==> config.mk <==
export PLATFORM = sky130hd
export DESIGN_NAME = age_rs_flat
export DESIGN_NICKNAME = d
export VERILOG_FILES = /design/src/rtl/rs_pkg.sv /design/src/rtl/age_rs_if.sv /design/src/rtl/rs_age_matrix.sv /design/src/rtl/age_rs.sv /design/src/flat_wrapper.sv
export SDC_FILE = /design/constraint.sdc
export NUM_CORES = 2
export LEC_CHECK = 0
export BUFFER_PORTS_ARGS = -buffer_cell sky130_fd_sc_hd__buf_4
export CORE_MARGIN = 2
export CORE_UTILIZATION = 56
export CTS_BUF_LIST = sky130_fd_sc_hd__clkbuf_4 sky130_fd_sc_hd__clkbuf_8
export CTS_CLUSTER_SIZE = 14
export DETAILED_ROUTE_END_ITERATION = 10
export HOLD_SLACK_MARGIN = 0.1
export PLACE_DENSITY = 0.7
export SLEW_MARGIN = 10
export SYNTH_ARGS = -nofsm -noshare
export SYNTH_HDL_FRONTEND = slang
export SYNTH_HIERARCHICAL = 1
export SYNTH_SLANG_ARGS = --single-unit
==> constraint.sdc <==
create_clock -name clk -period 5.15 [get_ports clk]
set_input_delay 0.7725 -clock clk [delete_from_list [all_inputs] [get_ports clk]]
set_output_delay 0.7725 -clock clk [all_outputs]
set_load 0.01 [all_outputs]
==> src/rtl/rs_pkg.sv <==
// Shared types and default sizing for the age-ordered reservation station.
package rs_pkg;

  localparam int RS_DEPTH     = 8;
  localparam int RS_CDB_WIDTH = 2;
  localparam int RS_PRF_IDX   = 6;
  localparam int RS_PAYLOAD_W = 64;
  localparam int RS_IDX       = $clog2(RS_DEPTH);

  // One station slot at the default sizing; the top rebuilds the same
  // layout from its own parameters so other sizings stay legal.
  typedef struct packed {
    logic                    busy;
    logic [RS_PRF_IDX-1:0]   rs1_phy;
    logic                    rs1_rdy;
    logic [RS_PRF_IDX-1:0]   rs2_phy;
    logic                    rs2_rdy;
    logic [RS_PAYLOAD_W-1:0] payload;
  } rs_entry_t;

  // One CDB broadcast lane.
  typedef struct packed {
    logic                  valid;
    logic [RS_PRF_IDX-1:0] rd_phy;
  } cdb_wakeup_t;

endpackage

==> src/rtl/age_rs_if.sv <==
// Dispatch, CDB and issue signals of the reservation station.
// Handshakes: a transfer happens on a rising edge where valid && ready are
// both high; in_ready depends only on registered state, and iss_valid may
// drop without a transfer only during a flush.
interface age_rs_if
  import rs_pkg::*;
#(
  parameter int DEPTH     = RS_DEPTH,
  parameter int CDB_WIDTH = RS_CDB_WIDTH,
  parameter int PRF_IDX   = RS_PRF_IDX,
  parameter int PAYLOAD_W = RS_PAYLOAD_W
);
  localparam int OCC_W = $clog2(DEPTH) + 1;

  logic                         in_valid;
  logic                         in_ready;
  logic [PRF_IDX-1:0]           in_rs1_phy;
  logic [PRF_IDX-1:0]           in_rs2_phy;
  logic                         in_rs1_valid;
  logic                         in_rs2_valid;
  logic [PAYLOAD_W-1:0]         in_payload;
  logic [CDB_WIDTH-1:0]         cdb_valid;
  logic [CDB_WIDTH*PRF_IDX-1:0] cdb_rd_phy;
  logic                         iss_valid;
  logic                         iss_ready;
  logic [PRF_IDX-1:0]           iss_rs1_phy;
  logic [PRF_IDX-1:0]           iss_rs2_phy;
  logic [PAYLOAD_W-1:0]         iss_payload;
  logic [OCC_W-1:0]             occupancy;

  // Dispatch / CDB / functional-unit side.
  modport master (
    output in_valid, in_rs1_phy, in_rs2_phy, in_rs1_valid, in_rs2_valid,
           in_payload, cdb_valid, cdb_rd_phy, iss_ready,
    input  in_ready, iss_valid, iss_rs1_phy, iss_rs2_phy, iss_payload,
           occupancy
  );

  // Reservation station side.
  modport slave (
    input  in_valid, in_rs1_phy, in_rs2_phy, in_rs1_valid, in_rs2_valid,
           in_payload, cdb_valid, cdb_rd_phy, iss_ready,
    output in_ready, iss_valid, iss_rs1_phy, iss_rs2_phy, iss_payload,
           occupancy
  );

endinterface

==> src/rtl/rs_age_matrix.sv <==
// Age matrix: row i bit j set means entry j is older than entry i.
// Picks the oldest requester as a one-hot grant.
module rs_age_matrix #(
  parameter int DEPTH = 8
) (
  input  logic                     clk,
  input  logic                     rst,
  input  logic                     flush_i,
  input  logic                     alloc_i,
  input  logic [$clog2(DEPTH)-1:0] alloc_idx_i,
  input  logic [DEPTH-1:0]         busy_i,
  input  logic [DEPTH-1:0]         req_i,
  output logic [DEPTH-1:0]         grant_o
);

  logic [DEPTH-1:0] row_q [DEPTH];
  logic [DEPTH-1:0] row_d [DEPTH];

  // Allocation: the new entry is younger than every busy one, and no
  // existing row may still claim the reused slot as older (column clear).
  always_comb begin
    for (int i = 0; i < DEPTH; i++) row_d[i] = row_q[i];
    if (flush_i) begin
      for (int i = 0; i < DEPTH; i++) row_d[i] = '0;
    end else if (alloc_i) begin
      for (int j = 0; j < DEPTH; j++) row_d[j][alloc_idx_i] = 1'b0;
      row_d[alloc_idx_i] = busy_i;
      row_d[alloc_idx_i][alloc_idx_i] = 1'b0;
    end
  end

  // Matrix state register.
  always_ff @(posedge clk) begin
    if (rst) begin
      for (int i = 0; i < DEPTH; i++) row_q[i] <= '0;
    end else begin
      for (int i = 0; i < DEPTH; i++) row_q[i] <= row_d[i];
    end
  end

  // A requester wins when no older entry is also requesting.
  always_comb begin
    grant_o = '0;
    for (int i = 0; i < DEPTH; i++) begin
      grant_o[i] = req_i[i] && ((req_i & row_q[i]) == '0);
    end
  end

endmodule

==> src/rtl/age_rs.sv <==
// Oldest-first reservation station with CDB wakeup, same-cycle bypass,
// flush and occupancy count.
module age_rs
  import rs_pkg::*;
#(
  parameter int DEPTH     = RS_DEPTH,
  parameter int CDB_WIDTH = RS_CDB_WIDTH,
  parameter int PRF_IDX   = RS_PRF_IDX,
  parameter int PAYLOAD_W = RS_PAYLOAD_W
) (
  input  logic   clk,
  input  logic   rst,
  input  logic   flush,
  age_rs_if.slave bus
);

  localparam int IDX   = $clog2(DEPTH);
  localparam int OCC_W = IDX + 1;

  typedef struct packed {
    logic                 busy;
    logic [PRF_IDX-1:0]   rs1_phy;
    logic                 rs1_rdy;
    logic [PRF_IDX-1:0]   rs2_phy;
    logic                 rs2_rdy;
    logic [PAYLOAD_W-1:0] payload;
  } entry_t;

  entry_t             ent_q [DEPTH];
  entry_t             ent_d [DEPTH];
  logic [OCC_W-1:0]   occ_q, occ_d;

  logic [DEPTH-1:0]   busy_vec, ready_vec, grant;
  logic [DEPTH-1:0]   hit1, hit2;
  logic               in_hit1, in_hit2;
  logic [IDX-1:0]     free_idx;
  logic               in_ready, push, iss_valid, issue;
  logic [PRF_IDX-1:0]   sel_rs1, sel_rs2;
  logic [PAYLOAD_W-1:0] sel_payload;

  // True when any valid CDB lane broadcasts this physical register.
  function automatic logic cdb_hit(
    input logic [CDB_WIDTH-1:0]         v,
    input logic [CDB_WIDTH*PRF_IDX-1:0] rd,
    input logic [PRF_IDX-1:0]           phy
  );
    logic hit;
    hit = 1'b0;
    for (int l = 0; l < CDB_WIDTH; l++) begin
      if (v[l] && (rd[l*PRF_IDX +: PRF_IDX] == phy)) hit = 1'b1;
    end
    return hit;
  endfunction

  // CDB matches for every entry and for the incoming uop; an entry is
  // ready when each source is already ready or woken this very cycle.
  always_comb begin
    for (int i = 0; i < DEPTH; i++) begin
      busy_vec[i]  = ent_q[i].busy;
      hit1[i]      = cdb_hit(bus.cdb_valid, bus.cdb_rd_phy, ent_q[i].rs1_phy);
      hit2[i]      = cdb_hit(bus.cdb_valid, bus.cdb_rd_phy, ent_q[i].rs2_phy);
      ready_vec[i] = ent_q[i].busy && (ent_q[i].rs1_rdy || hit1[i])
                                   && (ent_q[i].rs2_rdy || hit2[i]);
    end
    in_hit1 = cdb_hit(bus.cdb_valid, bus.cdb_rd_phy, bus.in_rs1_phy);
    in_hit2 = cdb_hit(bus.cdb_valid, bus.cdb_rd_phy, bus.in_rs2_phy);
  end

  // Lowest-index free slot receives the next push.
  always_comb begin
    free_idx = '0;
    for (int i = DEPTH - 1; i >= 0; i--) begin
      if (!ent_q[i].busy) free_idx = IDX'(i);
    end
  end

  assign in_ready  = (occ_q < OCC_W'(DEPTH));
  assign push      = bus.in_valid && in_ready && !flush;
  assign iss_valid = (|ready_vec) && !flush;
  assign issue     = iss_valid && bus.iss_ready;

  rs_age_matrix #(.DEPTH(DEPTH)) u_age (
    .clk        (clk),
    .rst        (rst),
    .flush_i    (flush),
    .alloc_i    (push),
    .alloc_idx_i(free_idx),
    .busy_i     (busy_vec),
    .req_i      (ready_vec),
    .grant_o    (grant)
  );

  // Read mux for the granted (one-hot) entry.
  always_comb begin
    sel_rs1     = '0;
    sel_rs2     = '0;
    sel_payload = '0;
    for (int i = 0; i < DEPTH; i++) begin
      if (grant[i]) begin
        sel_rs1     = ent_q[i].rs1_phy;
        sel_rs2     = ent_q[i].rs2_phy;
        sel_payload = ent_q[i].payload;
      end
    end
  end

  // Entry next state: wakeup, issue clear, push write, flush clear.
  always_comb begin
    for (int i = 0; i < DEPTH; i++) begin
      ent_d[i] = ent_q[i];
      if (ent_q[i].busy) begin
        ent_d[i].rs1_rdy = ent_q[i].rs1_rdy || hit1[i];
        ent_d[i].rs2_rdy = ent_q[i].rs2_rdy || hit2[i];
      end
      if (issue && grant[i]) ent_d[i].busy = 1'b0;
      if (push && (free_idx == IDX'(i))) begin
        ent_d[i].busy    = 1'b1;
        ent_d[i].rs1_phy = bus.in_rs1_phy;
        ent_d[i].rs1_rdy = bus.in_rs1_valid || in_hit1;
        ent_d[i].rs2_phy = bus.in_rs2_phy;
        ent_d[i].rs2_rdy = bus.in_rs2_valid || in_hit2;
        ent_d[i].payload = bus.in_payload;
      end
      if (flush) ent_d[i].busy = 1'b0;
    end
  end

  // Occupancy tracks push minus issue; flush empties the station.
  always_comb begin
    if (flush) occ_d = '0;
    else       occ_d = occ_q + OCC_W'(push) - OCC_W'(issue);
  end

  // Entry array and occupancy registers; rst wins over flush.
  always_ff @(posedge clk) begin
    if (rst) begin
      for (int i = 0; i < DEPTH; i++) ent_q[i] <= '0;
      occ_q <= '0;
    end else begin
      for (int i = 0; i < DEPTH; i++) ent_q[i] <= ent_d[i];
      occ_q <= occ_d;
    end
  end

  assign bus.in_ready    = in_ready;
  assign bus.iss_valid   = iss_valid;
  assign bus.iss_rs1_phy = sel_rs1;
  assign bus.iss_rs2_phy = sel_rs2;
  assign bus.iss_payload = sel_payload;
  assign bus.occupancy   = occ_q;

endmodule
==> src/flat_wrapper.sv <==
// flat-port wrapper written by rule: the top's interface ports become plain ports
module age_rs_flat import rs_pkg::*;
#(
  parameter int DEPTH     = RS_DEPTH,
  parameter int CDB_WIDTH = RS_CDB_WIDTH,
  parameter int PRF_IDX   = RS_PRF_IDX,
  parameter int PAYLOAD_W = RS_PAYLOAD_W
)
  (clk, rst, flush, bus_in_valid, bus_in_rs1_phy, bus_in_rs2_phy, bus_in_rs1_valid, bus_in_rs2_valid, bus_in_payload, bus_cdb_valid, bus_cdb_rd_phy, bus_iss_ready, bus_in_ready, bus_iss_valid, bus_iss_rs1_phy, bus_iss_rs2_phy, bus_iss_payload, bus_occupancy);
  age_rs_if #(.DEPTH(DEPTH), .CDB_WIDTH(CDB_WIDTH), .PRF_IDX(PRF_IDX), .PAYLOAD_W(PAYLOAD_W)) bus_i ();
  input  logic clk;
  input  logic rst;
  input  logic flush;
  input wire logic [$bits(bus_i.in_valid)-1:0] bus_in_valid;
  input wire logic [$bits(bus_i.in_rs1_phy)-1:0] bus_in_rs1_phy;
  input wire logic [$bits(bus_i.in_rs2_phy)-1:0] bus_in_rs2_phy;
  input wire logic [$bits(bus_i.in_rs1_valid)-1:0] bus_in_rs1_valid;
  input wire logic [$bits(bus_i.in_rs2_valid)-1:0] bus_in_rs2_valid;
  input wire logic [$bits(bus_i.in_payload)-1:0] bus_in_payload;
  input wire logic [$bits(bus_i.cdb_valid)-1:0] bus_cdb_valid;
  input wire logic [$bits(bus_i.cdb_rd_phy)-1:0] bus_cdb_rd_phy;
  input wire logic [$bits(bus_i.iss_ready)-1:0] bus_iss_ready;
  output wire logic [$bits(bus_i.in_ready)-1:0] bus_in_ready;
  output wire logic [$bits(bus_i.iss_valid)-1:0] bus_iss_valid;
  output wire logic [$bits(bus_i.iss_rs1_phy)-1:0] bus_iss_rs1_phy;
  output wire logic [$bits(bus_i.iss_rs2_phy)-1:0] bus_iss_rs2_phy;
  output wire logic [$bits(bus_i.iss_payload)-1:0] bus_iss_payload;
  output wire logic [$bits(bus_i.occupancy)-1:0] bus_occupancy;
  assign bus_i.in_valid = bus_in_valid;
  assign bus_i.in_rs1_phy = bus_in_rs1_phy;
  assign bus_i.in_rs2_phy = bus_in_rs2_phy;
  assign bus_i.in_rs1_valid = bus_in_rs1_valid;
  assign bus_i.in_rs2_valid = bus_in_rs2_valid;
  assign bus_i.in_payload = bus_in_payload;
  assign bus_i.cdb_valid = bus_cdb_valid;
  assign bus_i.cdb_rd_phy = bus_cdb_rd_phy;
  assign bus_i.iss_ready = bus_iss_ready;
  assign bus_in_ready = bus_i.in_ready;
  assign bus_iss_valid = bus_i.iss_valid;
  assign bus_iss_rs1_phy = bus_i.iss_rs1_phy;
  assign bus_iss_rs2_phy = bus_i.iss_rs2_phy;
  assign bus_iss_payload = bus_i.iss_payload;
  assign bus_occupancy = bus_i.occupancy;
  age_rs #(.DEPTH(DEPTH), .CDB_WIDTH(CDB_WIDTH), .PRF_IDX(PRF_IDX), .PAYLOAD_W(PAYLOAD_W)) u_core (.clk(clk), .rst(rst), .flush(flush), .bus(bus_i));
endmodule
==> metrics.cfg <==
[place]
routabilityCongestion = 1.007
port_buffers = 178
hpwlAfterDp_um = 64600
place_worst_setup_slack_ns = -0.1596

[detailed_routing]
via_per_inst = 5.833
ant_nets = 0
drtIter0Drc = 3412
vias = 32280
first_pass_iters = 6
wirelength_um = 108100
drc = 0
wl_per_cell_um = 19.52

[global_routing]
gr-total-overflow = 0
grt_usage_pct = 32.93
grt_pass1_vias = 30240
grt_pass1_wl_um = 167500
grt_max_degree = 214
antenna_found_initial = 8

[cells_and_area]
fillerInstances = 5224
multi_input_area_sq_um = 18400
drive_above_1_share_pct = 17.60
seq_area_sq_um = 14080
nets = 4768
area_growth_pct = 18.21

[status]
status = finished with violations
violations = negative setup slack

[yosys]
syn_nets = 4657
ys_seq_area_share_pct = 41.07
synth_edf_count = 0
ys_seq_elements = 700
synth_common_cells = nand2_1, dfxtp_1, a21oi_1
synth_area_leaders = dfxtp_1, nand2_1, a21oi_1, o21ai_0, xor2_1
synthDistinctLibCells = 85
yosysWarningCount = 6
yosysTopAreaCell = dfxtp_1
synth_cells = 4555
synth_area_sq_um = 34120
synth.top_cell.area_share_pct = 41.07
async_flop_share_pct = 0
yosysMostFrequentCell = nand2_1
avgSynthCellArea_sq_um = 7.491
ys.flop_type = dfxtp_1

[timing]
whs_ns = 0.3200
hold_viol = 0
rsz0062_at_grt = yes
slew_headroom_pct = 21.23
setup_viol = 2
min_period_ns = 5.169
slew_viol_final = 0
worst_pin_slew_ns = 1.182
fin_worst_skew_ns = 0.03827
fmax_mhz = 193.5
setup_ws_ns = -0.01921
period_share_pct = 100.4

[critical_path]
criticalPathCategory = flip-flop to primary output
arrival_ns = 4.40
crit_path_frequent_cell = o21ai_1
crit_chain = xor2_1 -> or4_4 -> o22ai_4 -> o32a_1 -> a22oi_2 -> nand4b_1 -> nor2_4 -> buf_12 -> clkbuf_16 -> buf_12 -> and3b_1 -> a211oi_1 -> o311ai_1 -> o21ai_1 -> o21ai_1 -> mux2i_1 -> o21ai_1 -> buf_4
slowest_delay_ns = 0.53
slowest_stage = or4_4
critPathLaunchType = flip-flop
r2r_cells = 9
critical_path.max_fanout = 6
crit_start = u_core/ent_q[1][146]
r2r_end = u_core/ent_q[1][105]
cp-end-kind = primary output
r2r-start = u_core/ent_q[0][315]
worstPathRequired_ns = 4.38
ff2ff_setup_slack_ns = 1.47

[clock_network]
htreeDepth = 3
clockRootBuffer = clkbuf_8
ctsLongestPathBuffers = 3
cts_tree = built
clk_latency_ns = 0.74
clkSinkCount = 700
cts_buffers = 114
clk_pin_slew_ns = 0.06

[floorplanning]
rows = 90
fp.dieH_um = 250.8
die_w_um = 250.8
coreArea_sq_um = 60250
fp.dieArea_sq_um = 62920
start_util_pct = 56.64
ios = 179

[power_and_ir_drop]
power_density_nw_per_um2 = 279.0
power.total_w = 0.01125
p_leak_nw = 14.43
peakVddDrop_uv = 204.7

[worst_hold_path]
hold_start = bus_in_payload[58]
hold-path-endpoint = u_core/ent_q[1][295]
hp-class = input pin to flip-flop
min_path_cells = 3

[job]
cap_violations = 0

[state kept, by name (all words and copies together) (netlist names)]
name / cells
u_core/u_age/row_q: 64
u_core/bus.occupancy: 4
u_core/ent_q: 632
[through the flow]
stage                     cells   TNS, ns  instance area (sq um)  utilization [%]
after global routing       5535    -5.675                  40330            66.95
after floorplan            4555         0                  34120                -
after global placement     5292    -1.709                  36750            61.00
after CTS                  5501   -0.1097                  39350            65.32
after detailed placement   5292    -2.672                  36750            61.00
final                      5535  -0.01947                  40330            66.95
[critical path: cells and delay by family, from the launching register on]
family,cells,cell delay [ns]
DFF,1,0.35
and+or+nand+nor,4,1.01
xor gates and xnor gates,1,0.16
muxes,1,0.11
buffers and inverters,4,0.56
AOI/OAI and AO/OA,8,1.46
[metal layers]
layer  global-route usage (%)  vias to the layer above  routed length (um)
met1                    44.46                    15130               45630
met3                    6.627                      246                9668
met2                    52.49                     1398               49310
met5                        0                        -                  69
li1                         -                    15500                   -
met4                    11.53                       10                3386
[area by class of cell]
| type | instances | area share [%] |
|---|---|---|
| diodes | 3 | 0.01861 |
| clock buffers | 185 | 5.847 |
| clock inverters | 15 | 0.3040 |
| inverters | 17 | 0.1706 |
| multi-input cells | 3380 | 45.61 |
| flip-flops and latches | 700 | 34.91 |
| well taps | 782 | 2.426 |
| repair buffers | 452 | 10.70 |
| repair inverters | 1 | 0.01241 |
[worst max path at each step]
stage	to	slack, ns
after global placement	bus_iss_payload[6]	-0.21
final	bus_iss_rs2_phy[2]	-0.02
after global routing	bus_iss_payload[47]	-0.18
after detailed placement	bus_iss_payload[6]	-0.16
after CTS	bus_iss_payload[6]	-0.04
after floorplan	bus_iss_payload[44]	0.36
[where the power goes]
| part | switching (W) | internal [W] | total (W) | leakage (nW) |
|---|---|---|---|---|
| Sequential | 0.0000248 | 0.00545 | 0.00548 | 5.67 |
| Combinational | 0.000379 | 0.000201 | 0.000580 | 7.44 |
| Clock | 0.00227 | 0.00293 | 0.00520 | 1.32 |
| Total | 0.00267 | 0.00858 | 0.0113 | 14.4 |
[placed cells by master (no fill, tap or decap), types with 77 or more instances in the layout]
| master | n |
|---|---|
| nand2_1 | 1543 |
| dfxtp_1 | 655 |
| a21oi_1 | 650 |
| buf_4 | 367 |
| o21ai_1 | 181 |
| clkbuf_8 | 155 |
| xor2_1 | 120 |
| xnor2_1 | 87 |
| mux2i_1 | 79 |
| nor2b_1 | 77 |
[timing repair]
action                     in CTS  in global routing
setup endpoints to repair      76                 76
resized for setup             105                313
cloned                          1                  9
pin swaps                      13                 80
setup buffers                   8                 24
hold buffers                    0                  0
[cells by family (layout without fill, tap and decap cells)]
family | count (synthesis) | after routing | synth area share [%]
other cells | 0 | 3 | 0
buf+inv | 476 | 670 | 6.699
compound gates | 1157 | 1157 | 19.38
fa+ha+maj | 5 | 5 | 0.2053
simple gates | 1918 | 1919 | 24.68
mux | 80 | 80 | 2.350
flops | 700 | 700 | 41.07
xor+xnor | 219 | 219 | 5.621
No activity file was read; power rests on OpenSTA's default activity.
